File: config.mk
export PLATFORM = sky130hd
export DESIGN_NAME = i2c_disp_sched
export DESIGN_NICKNAME = d
export VERILOG_FILES = /design/src/rtl/i2c_disp_sched.sv
export SDC_FILE = /design/constraint.sdc
export NUM_CORES = 1
export LEC_CHECK = 0
export CAP_MARGIN = 20
export CORE_ASPECT_RATIO = 1.2
export CORE_UTILIZATION = 30
export CTS_BUF_LIST = sky130_fd_sc_hd__clkbuf_8
export DETAILED_ROUTE_END_ITERATION = 12
export PLACE_DENSITY = 0.48
export SLEW_MARGIN = 0
export SYNTH_ARGS = -nofsm -noshare
export SYNTH_HDL_FRONTEND = slang
export SYNTH_SLANG_ARGS = --single-unit
File: constraint.sdc
create_clock -name clk -period 2.8 [get_ports clk]
set_input_delay 0.42 -clock clk [delete_from_list [all_inputs] [get_ports clk]]
set_output_delay 0.42 -clock clk [all_outputs]
set_load 0.01 [all_outputs]
File: src/rtl/i2c_disp_sched.sv
// i2c_disp_sched: buffers completed I2C transactions in a small FIFO and
// presents them one at a time to the 7-segment display multiplexer. Each
// entry stays on the display for HOLD_MS millisecond ticks.
// Optional feature: define DISP_FREEZE_EN to add the 'freeze' input, which
// pauses the hold timer and blocks new loads while held high.
module i2c_disp_sched #(
   parameter int Fclk    = 50000,
   parameter int F1kHz   = 1,
   parameter int HOLD_MS = 500,
   parameter int DEPTH   = 4
) (
   input  logic                       clk,
   input  logic                       rst,
   input  logic                       ev_valid,
   input  logic [7:0]                 ev_adr,
   input  logic [7:0]                 ev_dat,
   input  logic                       ev_rw,
`ifdef DISP_FREEZE_EN
   input  logic                       freeze,
`endif
   output logic [7:0]                 adr_REG,
   output logic [7:0]                 dat_MASTER,
   output logic [7:0]                 dat_SLAVE,
   output logic                       R_W,
   output logic                       busy,
   output logic [$clog2(DEPTH):0]     pending,
   output logic                       ovf
);

   localparam int P  = Fclk / F1kHz;
   localparam int CW = $clog2(P + 1);
   localparam int AW = $clog2(DEPTH);
   localparam int HW = $clog2(HOLD_MS + 1);

   localparam logic [CW-1:0] TICK_AT   = CW'(P);
   localparam logic [CW-1:0] CNT_ONE   = CW'(1);
   localparam logic [AW:0]   OCC_FULL  = (AW + 1)'(DEPTH);
   localparam logic [AW:0]   OCC_ONE   = (AW + 1)'(1);
   localparam logic [AW-1:0] PTR_ONE   = AW'(1);
   localparam logic [HW-1:0] HOLD_LAST = HW'(HOLD_MS - 1);
   localparam logic [HW-1:0] HOLD_ONE  = HW'(1);

   typedef enum logic [1:0] {
      IDLE,
      LOAD,
      HOLD
   } state_t;

   state_t        state;
   logic [CW-1:0] cnt;
   logic          tick;
   logic [HW-1:0] hold_cnt;

   logic [16:0]   mem [DEPTH];
   logic [AW-1:0] wr_ptr;
   logic [AW-1:0] rd_ptr;
   logic [AW:0]   count;
   logic          full;
   logic          push;
   logic          pop;
   logic          avail;
   logic          frz;
   logic [16:0]   head;

`ifdef DISP_FREEZE_EN
   assign frz = freeze;
`else
   assign frz = 1'b0;
`endif

   // A full FIFO still accepts an event when the head is popped in the same
   // cycle; "avail" looks one edge ahead so an event arriving while IDLE is
   // loaded on the very next cycle.
   assign tick    = (cnt == TICK_AT);
   assign full    = (count == OCC_FULL);
   assign pop     = (state == LOAD);
   assign push    = ev_valid && (!full || pop);
   assign avail   = (count != '0) || push;
   assign head    = mem[rd_ptr];
   assign busy    = (state != IDLE);
   assign pending = count;

   // Free-running millisecond prescaler; counts 1..P after the first period.
   always_ff @(posedge clk) begin
      if (rst) begin
         cnt <= '0;
      end else begin
         cnt <= tick ? CNT_ONE : cnt + CNT_ONE;
      end
   end

   // FIFO storage; contents need no reset because occupancy gates every read.
   always_ff @(posedge clk) begin
      if (!rst && push) begin
         mem[wr_ptr] <= {ev_rw, ev_adr, ev_dat};
      end
   end

   // FIFO pointers, occupancy and the sticky overflow flag.
   always_ff @(posedge clk) begin
      if (rst) begin
         wr_ptr <= '0;
         rd_ptr <= '0;
         count  <= '0;
         ovf    <= 1'b0;
      end else begin
         if (push) begin
            wr_ptr <= wr_ptr + PTR_ONE;
         end
         if (pop) begin
            rd_ptr <= rd_ptr + PTR_ONE;
         end
         case ({push, pop})
            2'b10:   count <= count + OCC_ONE;
            2'b01:   count <= count - OCC_ONE;
            default: count <= count;
         endcase
         if (ev_valid && !push) begin
            ovf <= 1'b1;
         end
      end
   end

   // Display sequencer: load the FIFO head, then hold it for HOLD_MS ticks.
   always_ff @(posedge clk) begin
      if (rst) begin
         state      <= IDLE;
         hold_cnt   <= '0;
         adr_REG    <= '0;
         dat_MASTER <= '0;
         dat_SLAVE  <= '0;
         R_W        <= 1'b0;
      end else begin
         case (state)
            IDLE: begin
               if (avail && !frz) begin
                  state <= LOAD;
               end
            end
            LOAD: begin
               adr_REG <= head[15:8];
               R_W     <= head[16];
               if (head[16]) begin
                  dat_SLAVE <= head[7:0];
               end else begin
                  dat_MASTER <= head[7:0];
               end
               hold_cnt <= '0;
               state    <= HOLD;
            end
            HOLD: begin
               if (tick && !frz) begin
                  hold_cnt <= hold_cnt + HOLD_ONE;
                  if (hold_cnt == HOLD_LAST) begin
                     state <= avail ? LOAD : IDLE;
                  end
               end
            end
            default: begin
               state <= IDLE;
            end
         endcase
      end
   end

endmodule

==> parameters.txt <==
Parameter                              Value

Setup path
  Worst Reg-to-Reg Cells ... 9
  Crit start category ... register
  CP arrival ... around 2600 ps
  Largest fanout on the critical path ... 10
  Required arrival time at the worst endpoint ... 3160 ps
  Worst Path Class, Setup ... register to register
  Nature of the critical path endpoint ... register

Yosys
  Sequential fraction of the synthesis area ... 62.08%
  Synth Area per Inst ... 12.99 um^2
  Count of flip-flops with a built-in enable after synthesis ... 68
  Post-synth top area cell ... sky130_fd_sc_hd__edfxtp_1
  Area contributors post-synth ... sky130_fd_sc_hd__edfxtp_1 (39%), sky130_fd_sc_hd__dfxtp_1 (23%), sky130_fd_sc_hd__mux4_2 (7.2%)
  Net count after synthesis ... about 440
  FFs w/ async S/R, synth ... 0%
  Number of flip-flops and latches in the synthesized netlist ... 130
  Summed instance area of the synthesized netlist ... about 0.0053 mm^2
  Warnings, synthesis ... 0
  Cell count after synthesis ... 407
  Share of the synthesized area in the top cell type ... 38.61%
  Dominant synthesized flop cell ... sky130_fd_sc_hd__edfxtp_1
  Post-synthesis cell type count ... 49

STA
  Unrepaired setup endpoints after global routing ... no
  Max-slew violation total from the final report ... 0
  Post-route worst setup slack ... 553.2 ps
  Fmax achieved ... 445.1 MHz
  Clock Skew ... 10.97 ps
  Worst slew margin ... 61.53%
  Actual transition at the worst max-transition pin ... ~580 ps
  Final critical-path share of the clock period ... about four fifths
  Count of endpoints failing hold in the final timing report ... 0
  Post-Route Setup TNS ... 0 ps
  Final Setup Violations ... 0
  Tmin final ... between 2000 and 2500 ps
  Min Hold Slack ... between 400 and 500 ps

Clocking
  Root cell of the clock tree ... sky130_fd_sc_hd__clkbuf_8
  Number of levels in the clock H-tree ... 4
  Post-CTS setup buffer count ... 0
  Total clock buffers created by CTS ... 17
  PostCTS Resize Cnt ... 0
  Clock tree sinks ... 130
  CTS tree ... built
  Clock insertion delay at the later pin of the skew report ... ~430 ps
  CTS hold repair buffers ... 0
  Clock Pin Slew Worst Setup and Hold Paths ... ~70 ps
  Longest Clk Path Bufs ... 2

Layout
  FILL cells ... 1684
  Synthesis-to-layout area growth ... 22.00%
  Final core utilization ... 37.85%
  Sequential cell area ... 0.003283 mm^2
  Antenna Diode Count ... 0
  Final instance count without filler cells ... 698
  Final net count ... 498
  Area of the multi-input gates ... 0.001868 mm^2
  Fraction of layout instances using a drive strength above 1 ... 13.90%
  Design Area, Final ... 0.006452 mm^2

Placed design
  Instance area at placement ... 0.006053 mm^2
  Post-Place Cells ... 666
  Quantity of I/O buffers inserted on ports ... 49
  Half-perimeter wire length after detailed placement ... 6.923 mm
  Post-placement setup slack ... ~430 ps
  Routability congestion estimate ... 0.7682

Floorplan
  Die X ... 123.2 um
  Core box area ... 0.01705 mm^2
  Standard-cell rows ... 52
  Vertical die dimension ... about 150 um
  Starting Density ... between 30% and 40%
  I/O pin count ... 50
  Die footprint ... ~0.018 mm^2

Power and ir drop
  Final Power ... 5.021 mW
  Worst-case vdd ir drop ... 313.2 uV
  Static leakage power ... 2.213 nW
  Cell Pwr Density ... ~780 mW/mm^2

Detailed routing
  Number of nets with antenna violations after detailed routing ... 0
  Final WL ... 10.80 mm
  DR pass1 iterations ... 4
  Vias ... about 3300
  DR DRC count ... 0
  First-iteration detailed-routing DRC count ... 150
  Avg WL per Cell ... 15.47 um
  Detailed-route vias per instance ... between 4 and 5

Global routing
  Pin count of the biggest net entering global routing ... 33
  Total congestion overflow ... 0
  Initial antenna violation count ... 0
  Global-route wire length before repair ... approximately 18 mm
  Gr usage total ... between 10% and 20%
  Vias in the first global route ... 3358

Flow run
  Max-capacitance violation count ... 0

Hold path
  Worst min-delay path class ... register to register
  Worst hold path depth ... 2

Outcome
  Result of the run ... finished clean
report_power, final:
part,switching (mW),internal [mW]
clock,0.719,0.887
sequential,0.106,2.18
combinational,0.575,0.554
total,1.40,3.62
area by class of cell:
class	instances	area share [%]
Timing Repair Buffer	61	8.920
Inverter	15	0.8726
Clock inverter	14	2.346
Clock buffer	18	3.839
Multi-Input combinational cell	244	28.95
Sequential cell	130	50.88
Tap cell	216	4.188
synth_stat cells, drive strengths merged (2+ instances only):
master and count:
or4 2, nand3 9, a21oi 12, nor3 4
buf 7, a31oi 6, nand4 9, dfxtp 62
o21ai 3, nand2 30, clkbuf 11, nor3b 6
mux2i 20, ha 8, or2 2, nor2b 4
nor2 52, and2 5, or3 3, o311ai 2
nand2b 4, xor2 4, inv 15, nor4 7
mux4 17, and4b 2, nor4b 2, edfxtp 68
o41ai 3, nand4b 3, xnor2 15
flip-flops by register name (all words and copies together), names as in the netlist, named ones only:
register,flops
mem,68
cnt,16
hold_cnt,9
adr_REG,8
dat_MASTER,8
dat_SLAVE,8
pending,3
rd_ptr,2
state,2
wr_ptr,2
R_W,1
ovf,1
kinds of logic after synthesis:
group,share of synthesized area [%]
fa+ha+maj,2.271
flops,62.08
buf+inv,2.602
simple gates,15.09
mux,11.24
xor+xnor,3.146
compound gates,3.573
layout by cell type (no fill, tap or decap), drive strengths merged, types with 12 or more instances in the layout:
master         netlist  layout
buf                  7      13
inv                 15      19
nor2                52      52
mux2i               20      20
a21oi               12      12
mux4                17      17
clkbuf              11      18
dfxtp               62      62
clkdlybuf4s50        0      48
xnor2               15      15
edfxtp              68      68
nand2               30      30
path summary, 6_finish.rpt:
path               from    endpoint  slack (ps)
max            state[0]  pending[2]         550
min          adr_REG[0]  adr_REG[0]         460
max reg2reg    state[0]  pending[2]         550
min reg2reg  adr_REG[0]  adr_REG[0]         460
routing by layer:
layer  track usage [%]  routed length (um)  vias up
li1                  -                   -     1612
met1             16.43                4881     1646
met2             20.87                5469       47
met3             3.511                 278       15
met4             4.699                 170        0
met5                 0                   0        -
worst max-delay path, cell delays in order (launching register included):
cell and delay (ps):
sky130_fd_sc_hd__dfxtp_1 380, sky130_fd_sc_hd__nand2b_1 330, sky130_fd_sc_hd__a31oi_1 180, sky130_fd_sc_hd__inv_1 80, sky130_fd_sc_hd__ha_1 170, sky130_fd_sc_hd__inv_1 60, sky130_fd_sc_hd__fa_1 370, sky130_fd_sc_hd__xor2_1 160
sky130_fd_sc_hd__or3_1 310, sky130_fd_sc_hd__a21oi_1 140
No activity file was read; power rests on OpenSTA's default activity.
